==> src/rtl/seg_scan_ctrl.sv <==
// Multiplexed 7-segment scan controller: self-timed digit slots, hex decode, leading-zero
// blanking, and a shadow/active register pair so new contents only appear at frame boundaries.
module seg_scan_ctrl #(
  parameter int NUM_DIGITS = 8,
  parameter int TICK_DIV   = 100000
) (
  input  logic                    clk,
  input  logic                    rst,
  input  logic                    enable,
  input  logic                    lz_en,
  input  logic                    wr_valid,
  output logic                    wr_ready,
  input  logic [4*NUM_DIGITS-1:0] wr_data,
  input  logic [NUM_DIGITS-1:0]   wr_dp,
  output logic [NUM_DIGITS-1:0]   seg_en,
  output logic [7:0]              seg_out,
  output logic                    frame_done,
  output logic                    dbg_scan
);

  localparam int CW = $clog2(TICK_DIV);
  localparam int IW = (NUM_DIGITS > 1) ? $clog2(NUM_DIGITS) : 1;

  typedef enum logic {ST_OFF, ST_SCAN} state_t;

  state_t                  state_q, state_d;
  logic [CW-1:0]           cnt_q, cnt_d;
  logic [IW-1:0]           idx_q, idx_d;
  logic [4*NUM_DIGITS-1:0] act_data_q, act_data_d, sh_data_q, sh_data_d;
  logic [NUM_DIGITS-1:0]   act_dp_q, act_dp_d, sh_dp_q, sh_dp_d;
  logic                    pend_q, pend_d;
  logic [NUM_DIGITS-1:0]   seg_en_q, seg_en_d;
  logic [7:0]              seg_out_q, seg_out_d;
  logic                    frame_done_q;

  logic tick, last, frame_end, accept, commit;
  logic [3:0] nib;
  logic dp_bit, upper_zero, blank;
  logic [NUM_DIGITS-1:0] one_hot;

  // Active-low {g,f,e,d,c,b,a}; the dp bit is added by the caller.
  function automatic logic [6:0] hex7(input logic [3:0] n);
    case (n)
      4'h0: hex7 = 7'h40;
      4'h1: hex7 = 7'h79;
      4'h2: hex7 = 7'h24;
      4'h3: hex7 = 7'h30;
      4'h4: hex7 = 7'h19;
      4'h5: hex7 = 7'h12;
      4'h6: hex7 = 7'h02;
      4'h7: hex7 = 7'h78;
      4'h8: hex7 = 7'h00;
      4'h9: hex7 = 7'h10;
      4'hA: hex7 = 7'h08;
      4'hB: hex7 = 7'h03;
      4'hC: hex7 = 7'h46;
      4'hD: hex7 = 7'h21;
      4'hE: hex7 = 7'h06;
      default: hex7 = 7'h0E;
    endcase
  endfunction

  // Handshake: a write transfers on any clk edge where wr_valid & wr_ready; wr_ready is
  // simply !pending, so the offer must be held until the previous one has been committed.
  assign wr_ready  = !pend_q;
  assign accept    = wr_valid && !pend_q;
  assign tick      = (cnt_q == CW'(TICK_DIV - 1));
  assign last      = (idx_q == IW'(NUM_DIGITS - 1));
  assign frame_end = (state_q == ST_SCAN) && enable && tick && last;
  assign commit    = pend_q && ((state_q == ST_OFF) || frame_end);

  assign seg_en     = seg_en_q;
  assign seg_out    = seg_out_q;
  assign frame_done = frame_done_q;
  assign dbg_scan   = (state_q == ST_SCAN);

  always_comb begin
    state_d = state_q;
    cnt_d   = cnt_q;
    idx_d   = idx_q;
    case (state_q)
      ST_OFF: begin
        cnt_d = '0;
        idx_d = '0;
        if (enable) state_d = ST_SCAN;
      end
      default: begin
        if (!enable) begin
          state_d = ST_OFF;
          cnt_d   = '0;
          idx_d   = '0;
        end else if (tick) begin
          cnt_d = '0;
          idx_d = last ? '0 : idx_q + IW'(1);
        end else begin
          cnt_d = cnt_q + CW'(1);
        end
      end
    endcase
  end

  always_comb begin
    pend_d     = pend_q;
    sh_data_d  = sh_data_q;
    sh_dp_d    = sh_dp_q;
    act_data_d = act_data_q;
    act_dp_d   = act_dp_q;
    if (accept) begin
      pend_d    = 1'b1;
      sh_data_d = wr_data;
      sh_dp_d   = wr_dp;
    end else if (commit) begin
      pend_d     = 1'b0;
      act_data_d = sh_data_q;
      act_dp_d   = sh_dp_q;
    end
  end

  // A digit is a leading zero when it and every more-significant nibble are zero.
  always_comb begin
    nib        = act_data_q[idx_q*4 +: 4];
    dp_bit     = act_dp_q[idx_q];
    upper_zero = 1'b1;
    for (int j = 0; j < NUM_DIGITS; j++) begin
      if (IW'(j) >= idx_q && act_data_q[j*4 +: 4] != 4'h0) upper_zero = 1'b0;
    end
    blank = lz_en && (idx_q != '0) && upper_zero && !dp_bit;
  end

  // cnt==0 is the anti-ghosting guard cycle; the enable term darkens the pins on the same
  // edge that leaves SCAN.
  always_comb begin
    one_hot        = '0;
    one_hot[idx_q] = 1'b1;
    seg_en_d       = '1;
    seg_out_d      = 8'hFF;
    if (state_q == ST_SCAN && enable && cnt_q != '0 && !blank) begin
      seg_en_d  = ~one_hot;
      seg_out_d = {~dp_bit, hex7(nib)};
    end
  end

  always_ff @(posedge clk) begin
    if (rst) begin
      state_q      <= ST_OFF;
      cnt_q        <= '0;
      idx_q        <= '0;
      act_data_q   <= '0;
      act_dp_q     <= '0;
      sh_data_q    <= '0;
      sh_dp_q      <= '0;
      pend_q       <= 1'b0;
      seg_en_q     <= '1;
      seg_out_q    <= 8'hFF;
      frame_done_q <= 1'b0;
    end else begin
      state_q      <= state_d;
      cnt_q        <= cnt_d;
      idx_q        <= idx_d;
      act_data_q   <= act_data_d;
      act_dp_q     <= act_dp_d;
      sh_data_q    <= sh_data_d;
      sh_dp_q      <= sh_dp_d;
      pend_q       <= pend_d;
      seg_en_q     <= seg_en_d;
      seg_out_q    <= seg_out_d;
      frame_done_q <= frame_end;
    end
  end

endmodule

==> config.mk <==
export PLATFORM = sky130hd
export DESIGN_NAME = seg_scan_ctrl
export DESIGN_NICKNAME = d
export VERILOG_FILES = /design/src/rtl/seg_scan_ctrl.sv
export SDC_FILE = /design/constraint.sdc
export NUM_CORES = 1
export LEC_CHECK = 0
export CELL_PAD_IN_SITES_DETAIL_PLACEMENT = 1
export CELL_PAD_IN_SITES_GLOBAL_PLACEMENT = 1
export CORE_ASPECT_RATIO = 0.9
export CORE_MARGIN = 8
export CORE_UTILIZATION = 42
export CTS_CLUSTER_DIAMETER = 120
export DETAILED_ROUTE_END_ITERATION = 12
export GPL_TIMING_DRIVEN = 0
export PLACE_DENSITY_LB_ADDON = 0.1
export RECOVER_POWER = 100
export SLEW_MARGIN = 15
export SYNTH_ARGS = -nofsm -noshare
export SYNTH_HDL_FRONTEND = slang
export SYNTH_SLANG_ARGS = --single-unit
==> constraint.sdc <==
create_clock -name clk -period 5.4 [get_ports clk]
set_input_delay 1.08 -clock clk [delete_from_list [all_inputs] [get_ports clk]]
set_output_delay 1.08 -clock clk [all_outputs]
set_load 0.02 [all_outputs]
---- Word-level counts from Yosys, hierarchy flattened ----
Memories as Yosys holds them, arrays and structs flattened. A register that Yosys moved wholly into a read port is not among the register bits.
Index checks and enable logic that the tools add are counted.
storage, ports and cells
  register bits after elaboration ......... 119
  bits in read-only memories .............. 112
  input bits .............................. 45
  output and inout bits ................... 19
  logic and storage cells ................. 87
  memories ................................ 1
memories
  name              words  width  rd ports  clocked after memory_dff  write ports  line  source
  (name not given)  16     7      1         1                         0            43    case (n)
cells by class
  $add $sub $neg .......................... 2
  $lt $le $gt $ge ......................... 10
  equal/unequal tests ..................... 2
  shift-type cells ........................ 1
  muxes and demuxes ....................... 16
  bitwise gates (word level) .............. 6
  reduce and logical (&&, ||, !) cells .... 38
operators by type and width
  operator                 count
  $reduce_bool A4 Y1       8
  $shiftx A32 B6 Y4        1
  $logic_and A1 B1 Y1      19
  $add A17 B1 Y17 const B  1
  $eq A17 B17 Y1 const B   1
  $reduce_bool A17 Y1      1
  $mux W1                  13
  $ge A3 B3 Y1 const A     4
  $not A8 Y8               1
  $ge A1 B3 Y1 const A     2
  $ge A2 B3 Y1 const A     2
  $not A1 Y1               5
  $lt A3 B4 Y1 const B     1
  $reduce_or A4 Y1         1
  $add A3 B1 Y3 const B    1
  $bmux W1 S3              1
  $demux W1 S3             1
  $eq A3 B3 Y1 const B     1
  $ge A3 B1 Y1 const B     1
  $logic_not A1 Y1         3
  $mux W3                  1
  $reduce_bool A3 Y1       1
  $reduce_or A3 Y1         1
  $reduce_and A2 Y1        1
  3 further kinds          3

---- Longest topological paths before layout ----
Gate-level depths: netlist of run 1.
  depth in word-level cells ............... 16
  mapped depth ............................ 11
  gate-level depth less buffers ........... 8

---- Worst setup path after synthesis of run 1 ----
OpenSTA, ideal clock, no wires.
  kind .................................... register -> register
  from .................................... register idx_q[0]
  to ...................................... register seg_out_q[3] (netlist: seg_out[3])
  arrival ................................. 2.395 ns
  required time ........................... 5.318 ns
  slack ................................... 2.923 ns
  cell stages (with the launch flop) ...... 10
  cells stage by stage .................... dfxtp_1 -> clkbuf_2 -> buf_4 -> clkinv_1 -> mux4_2 -> a211o_1 -> o21ai_0 -> ha_1 -> or3_1 -> o2111ai_1
between the ends
  word-level cells in the longest chain between the ends .. 16
  elaborated cells on any way between the ends .. 36
  those cells by class .................... 8 x order compare; 1 x shift; 10 x mux; 1 x bitwise; 16 x reduce/logical
RTL lines
  element                            line  source
  start, declared                    28    logic [IW-1:0] idx_q, idx_d;
  start signal, assigned             159   idx_q <= idx_d;
  $ge A1 B3 Y1                       125   if (IW'(j) >= idx_q && act_data_q[j*4 +: 4] != 4'h0) upper_zero = 1'b0;
  $logic_and A1 B1 Y1                125
  $mux W1 (8 in a row)               125
  $logic_and A1 B1 Y1 (2 in a row)   127   blank = lz_en && (idx_q != '0) && upper_zero && !dp_bit;
  $logic_not A1 Y1                   137   if (state_q == ST_SCAN && enable && cnt_q != '0 && !blank) begin
  $logic_and A1 B1 Y1                137
  $not A1 Y1 (no source line)        n/a
  $reduce_or A2 Y1 (no source line)  n/a
  end, declared                      33    logic [7:0] seg_out_q, seg_out_d;
Several ways; a longest one is shown, not always the timed one. The select of a mux whose other input is x is not followed.
A chain may end at the register's enable or synchronous reset.

---- Worst setup path after layout of run 1 ----
  from .................................... register idx_q[0]
  to ...................................... register seg_out_q[5] (netlist: seg_out[5])
Same word-level chain as after synthesis.

==> results of run 1 <==
## kinds of logic after synthesis
group,after synthesis,synth area share
buffers and inverters,44,0.0496
AOI/OAI and AO/OA,78,0.0950
and+or+nand+nor,233,0.207
adders and majority gates,12,0.0299
xor gates and xnor gates,13,0.0227
muxes,55,0.120
DFF,119,0.475
## stage by stage
| stage | instances | worst slack [ps] | utilization | cell area (µm²) | hold WS [ps] |
|---|---|---|---|---|---|
| final | 804 | 1870 | 0.533 | 6300 | 456 |
| after CTS | 804 | 2350 | 0.541 | 6400 | 459 |
| after floorplan | 554 | 2920 | - | 5020 | 430 |
| after global placement | 776 | 2430 | 0.493 | 5840 | 444 |
| after global routing | 804 | 1580 | 0.533 | 6300 | 480 |
| after detailed placement | 776 | 2370 | 0.493 | 5840 | 452 |
## Yosys cell counts (5+ instances only)
cell type  count
a21oi_1       47
dfxtp_1      119
nor3_1         7
nand2_1       96
xor2_1         8
nand4_1        6
xnor2_1        5
or3_1          6
or4_1          5
buf_2          5
clkbuf_1      21
mux2i_1       48
nand3_1       21
nor2b_1        5
o21ai_0        8
inv_1          9
nor2_1        66
nor4_1         6
ha_1          12
## report_power, final
group	total (mW)	switching, mW	internal, mW
registers	0.925	0.0190	0.906
logic	0.140	0.0734	0.0667
clock network	1.06	0.357	0.705
total	2.13	0.450	1.68
## flip-flops by register name, indices dropped and copies added, names as in the netlist
signal / count
act_data_q: 32
act_dp_q: 8
cnt_q: 17
dbg_scan: 1
frame_done: 1
idx_q: 3
pend_q: 1
seg_en: 8
seg_out: 8
sh_data_q: 32
sh_dp_q: 8
## critical path: stages, from the launching register on
cell	delay [ps]
dfxtp_1	330
clkbuf_1	320
clkbuf_1	460
clkinv_1	430
mux4_2	400
o21ai_0	630
inv_1	190
ha_1	310
mux2i_1	170
o221ai_1	140
## worst paths after layout
check | endpoint | slack, ps | cells past startpoint
setup / recovery | seg_out[5] | 1870 | 9
hold / removal | sh_data_q[28] | 460 | 2
setup reg to reg | seg_out[5] | 1870 | 9
hold reg to reg | sh_data_q[28] | 460 | 2
## layout make-up
cell class,count,area [µm²],share of cell area
Sequential cell,119,2380,0.378
Multi-Input combinational cell,391,2370,0.375
Timing Repair Buffer,62,621,0.0984
Clock buffer,25,526,0.0833
Tap cell,160,200,0.0318
Buffer,33,129,0.0204
Inverter,11,41.3,0.00655
Clock inverter,3,40.0,0.00635
## metal layers
layer | vias to the layer above | global-route usage
li1 | 2066 | -
met1 | 2000 | 0.215
met5 | - | 0
met2 | 90 | 0.293
met4 | 0 | 0.0609
met3 | 20 | 0.0539
## cells in the final DEF (no fill, tap or decap), types with 3 or more instances in the layout
cell type        netlist  layout
mux4_2                 4       4
clkbuf_8               0       7
nor3_1                 7       7
ha_1                  12      12
o21ai_0                8       8
dlygate4sd3_1          0      21
nand3_1               21      22
a21oi_1               47      47
mux2_2                 3       3
nand4_1                6       6
xor2_1                 8       8
xnor2_1                5       5
nor2b_1                5       5
clkdlybuf4s50_1        0      41
or4_1                  5       5
dfxtp_1              119     119
mux2i_1               48      48
inv_1                  9       9
nor4_1                 6       6
nor2_1                66      66
nand2_1               96      96
o31a_1                 3       3
buf_2                  5       4
clkbuf_1              21      30
nor3b_1                4       4
clkbuf_16              0      17
or3_1                  6       6
==> summary.md, run 1 <==
| Metric | Value |
|---|---|
| CTS tree | `yes` |
| GRT overflow | `0` |
| Die Height | `120 µm` |
| Syn Area/Cell | `9.05 µm²` |
| Leak | `2.31 nW` |
| Final WL | `13600 µm` |
| Post-CTS Setup Inserts | `0` |
| Post-CTS Resized | `0` |
| Fill cells | `1371` |
| WP data required | `5650 ps` |
| Final Power | `2.13 mW` |
| TritonRoute pass-1 iters | `4` |
| Wirelength per Cell | `16.9 µm` |
| Max-slew headroom | `0.482` |
| FF+latch count, synth | `119` |
| Synthesized cell area | `5020 µm²` |
| Initial Util | `0.424` |
| Htree depth | `4` |
| Gpl congestion | `0.822` |
| Post-DRT Antenna Nets | `0` |
| Worst hold start | `sh_data_q[28]` |
| Initial DRC Count | `148` |
| Most common flop cell mapped by yosys | `dfxtp_1` |
| Die span in x | `131 µm` |
| ANT cells | `0` |
| Clock root buffer | `clkbuf_16` |
| R2R Path Start | `idx_q[0]` |
| Post-CTS Hold Fix Bufs | `0` |
| Pwr/cell area | `337 nW/µm²` |
| CP arrival | `3790 ps` |
| Post-DP HPWL | `9920 µm` |
| DRC violations left | `0` |
| Clock Latency Late Sink | `410 ps` |
| Via density | `5.19` |
| Setup violators final | `0` |
| Setup TNS | `0 ps` |
| Post-synth EDFFs | `0` |
| Initial antenna violation count | `0` |
| Worst slew pin tran | `769 ps` |
| Fmax | `283 MHz` |
| Total Nets Final | `692` |
| Synthesis-to-finish area growth | `25.7%` |
| Post-synth top area share | `0.475` |
| Num rows | `38` |
| Critical path class | `flop to flop` |
| Vias | `4176` |
| Fin crit share | `0.655` |
| Top sig layer | `met4` |
| CP startpoint kind | `flop` |
| Top post-synthesis cells by area | `dfxtp_1 47%, mux2i_1 9.6%, nand2_1 7.2%, nor2_1 4.9%, a21oi_1 4.7%` |
| Crit. Startpoint | `idx_q[0]` |
| Mapped Cells | `554` |
| Area leader, netlist | `dfxtp_1` |
| Ports | `64` |
| Tot GR Track Use | `0.177` |
| Seq/Total Area, Yosys | `0.475` |
| Async set or reset register ratio after synthesis | `0` |
| Crit Path Max Fanout | `10` |
| CTS Buf Count | `17` |
| Die ar. | `15700 µm²` |
| Slew Limit Fails | `0` |
| Clk buf depth | `2` |
| Layout cells sized above 1 | `0.0606` |
| Library cells used by synthesis | `50` |
| Vias in the first global route | `4459` |
| Worst-path clk slew | `50 ps` |
| Met3 Routed Length | `614 µm` |
| Status | `completed` |
| RSZ-0062 raised after global routing | `no` |
| Core ar. | `11800 µm²` |
| Port buffer count | `62` |
| Final min period | `3530 ps` |
| First-pass GRT wire length | `22500 µm` |
| Clock net sink count | `119` |
| Largest net degree at the start of global routing | `17` |
| Worst Clk Skew | `7.62 ps` |
| Final hold vios | `0` |
| Syn_nets | `611` |
| Max Cap Viol | `0` |
| CP Capture Type | `flop` |
| M1 wire length | `6370 µm` |
| Worst VDD drop | `0.197 mV` |
| Yosys warns | `0` |
| Worst hold path type | `flop to flop` |
| Detail Route met2 WL | `6410 µm` |
No activity file was read; power rests on OpenSTA's default activity.
==> inputs of run 2 (changes only) <==
--- a/config.mk
+++ b/config.mk
@@ -9,7 +9,7 @@
 export CELL_PAD_IN_SITES_GLOBAL_PLACEMENT = 1
 export CORE_ASPECT_RATIO = 0.9
 export CORE_MARGIN = 8
-export CORE_UTILIZATION = 42
+export CORE_UTILIZATION = 38
 export CTS_CLUSTER_DIAMETER = 120
 export DETAILED_ROUTE_END_ITERATION = 12
 export GPL_TIMING_DRIVEN = 0
==> constraint.sdc (replaced) <==
create_clock -name clk -period 2.9 [get_ports clk]
set_input_delay 0.58 -clock clk [delete_from_list [all_inputs] [get_ports clk]]
set_output_delay 0.58 -clock clk [all_outputs]
set_load 0.02 [all_outputs]
==> run 2 against run 1 <==
  * Via count is 0.17% lower
  * Clock power is 120% higher
  * Largest cell class unchanged
  * Total power is 100% higher
  * Register-to-register slack worse by 1700 ps
  * Clock-buffer cell count is 3 lower
  * Design area is 3.0% higher
==> summary.md, run 2 (synthesis gave the netlist of run 1 again) <==
| Metric | Value |
|---|---|
| Status | `completed` |
| Critical Path Slowest Stage Cell | `or3_1` |
| Via density | `5.10 (-1.9%)` |
| Final WL | `13800 µm (+1.8%)` |
| Largest registers | `act_data_q: 32 flops, sh_data_q: 32 flops, cnt_q: 17 flops` |
| Post-CTS Hold Fix Bufs | `0 (unchanged)` |
| Initial antenna violation count | `0 (unchanged)` |
| Htree depth | `4 (unchanged)` |
| CP startpoint kind | `flop` |
| Max Cap Viol | `0 (unchanged)` |
| Clk buf depth | `2 (unchanged)` |
| Num rows | `40 (+5.3%)` |
| Crit. Startpoint | `idx_q[0]` |
| Die Height | `125 µm (+4.4%)` |
| Synthesis-to-finish area growth | `29.5%` |
| WP data required | `3230 ps (-2420 ps)` |
| Worst Clk Skew | `4.17 ps (-3.45 ps)` |
| First-pass GRT wire length | `22700 µm (+0.92%)` |
| Largest net degree at the start of global routing | `17 (unchanged)` |
| Vias | `4169 (-0.17%)` |
| RSZ-0062 raised after global routing | `no` |
| Worst slew pin tran | `794 ps (+25.9 ps)` |
| ANT cells | `0 (unchanged)` |
| CTS tree | `yes` |
| Crit Path Max Fanout | `10 (unchanged)` |
| Pwr/cell area | `659 nW/µm² (+95%)` |
| Worst VDD drop | `0.396 mV (+100%)` |
| Layout cells sized above 1 | `0.0815 (+0.0210)` |
| Max-slew headroom | `0.465 (-0.0167)` |
| Buf/Inv on CP | `3 (-1)` |
| Tot GR Track Use | `0.167 (-0.00991)` |
| Fin Hold WS | `457 ps (+0.833 ps)` |
| Die ar. | `17100 µm² (+9.1%)` |
| Commonest non-fill, non-tap cell in the layout | `dfxtp_1` |
| CP cell instances | `clkbuf_2 > buf_4 > clkbuf_4 > mux2_1 > o22ai_1 > o31a_1 > ha_1 > or3_1 > o2111ai_1` |
| Vias in the first global route | `4406 (-1.2%)` |
| CP arrival | `3040 ps (-750 ps)` |
| Fmax | `369 MHz (+30%)` |
| Pre-CTS setup slack | `-48.5 ps (-2420 ps)` |
| Max stage delay on crit path | `370 ps (-260 ps)` |
| Post-DRT Antenna Nets | `0 (unchanged)` |
| Core ar. | `13100 µm² (+11%)` |
| DRC violations left | `0 (unchanged)` |
| CTS Buf Count | `17 (unchanged)` |
| Final hold vios | `0 (unchanged)` |
| Cell Area, Placed | `5850 µm² (+0.17%)` |
| Final min period | `2710 ps (-823 ps)` |
| Port buffer count | `62 (unchanged)` |
| Cell family with most CP delay | `buffers and inverters` |
| Worst hold start | `sh_data_q[19]` |
| Wirelength per Cell | `16.9 µm (about the same)` |
| Gpl congestion | `0.824 (+0.26%)` |
| Worst-path clk slew | `50 ps (about the same)` |
| Total Nets Final | `695 (+0.43%)` |
| R2R Path Start | `idx_q[0]` |
| Clock net sink count | `119 (unchanged)` |
| Clock root buffer | `clkbuf_16` |
| Setup violators final | `0 (unchanged)` |
| Post-DP HPWL | `10100 µm (+2.1%)` |
| Die span in x | `137 µm (+4.5%)` |
| Initial DRC Count | `133 (-10%)` |
| Fin crit share | `0.935 (+0.280)` |
| Most frequent cells in the layout | `119 x dfxtp_1, 96 x nand2_1, 66 x nor2_1, 48 x mux2i_1, 47 x a21oi_1` |
| Critical path class | `flop to flop` |
| Initial Util | `0.383 (-0.0412)` |
| Setup WS post-layout | `188 ps (-1680 ps)` |
| TritonRoute pass-1 iters | `4 (unchanged)` |
| Worst hold path type | `flop to flop` |
| GRT overflow | `0 (unchanged)` |
| Finished Cell Area | `6500 µm² (+3.0%)` |
| Clock Latency Late Sink | `420 ps (about the same)` |
| CP Capture Type | `flop` |
| Slew Limit Fails | `0 (unchanged)` |
| Ports | `64 (unchanged)` |
| Leak | `2.38 nW (+3.0%)` |
==> run 2: worst paths after layout <==
path	endpoint	slack, ps	depth (start not counted)
max	seg_out[3]	190	9
min	sh_data_q[19]	460	2
max reg2reg	seg_out[3]	190	9
min reg2reg	sh_data_q[19]	460	2
==> run 2: timing repair <==
item | CTS | global route
endpoints found under the setup margin | 4 | 9
gates resized for setup | 1 | 4
setup buffers | 0 | 3
==> run 2: area by class of cell <==
class,count,area (µm²)
clock inverters,9,173
fillers,1526,6620
well taps,168,210
plain buffers,33,203
repair buffers,65,643
flip-flops and latches,119,2380
multi-input cells,391,2380
inverters,11,45.0
clock buffers,22,464
==> run 2: where the power goes <==
part	leakage [nW]	switching [mW]	internal (mW)
registers	0.967	0.0347	1.69
clock network	0.310	0.723	1.56
logic	1.10	0.139	0.138
total	2.38	0.897	3.38
==> run 2: routing by layer <==
metal | vias to the layer above | global-route usage | wire, µm
met2 | 75 | 0.255 | 6330
met4 | 0 | 0.0600 | 229
met3 | 16 | 0.0544 | 640
met1 | 2004 | 0.215 | 6600
met5 | - | 0 | 0
li1 | 2074 | - | -
==> run 2: tightest hold or removal path, delay by kind of cell (launching register included) <==
| kind | cells | cell delay, ps |
|---|---|---|
| AOI/OAI and AO/OA | 1 | 50 |
| DFF | 1 | 310 |
| and+or+nand+nor | 1 | 50 |
==> run 2: through the flow <==
step / power, mW / setup TNS, ps / utilization / cells
finish: 4.28 / 0 / 0.495 / 818
global route: 4.43 / 0 / 0.495 / 818
CTS: 4.31 / 0 / 0.494 / 815
detailed placement: 2.03 / -144 / 0.446 / 784
global placement: 2.02 / -32.6 / 0.446 / 784
floorplan: 1.91 / 0 / - / 554
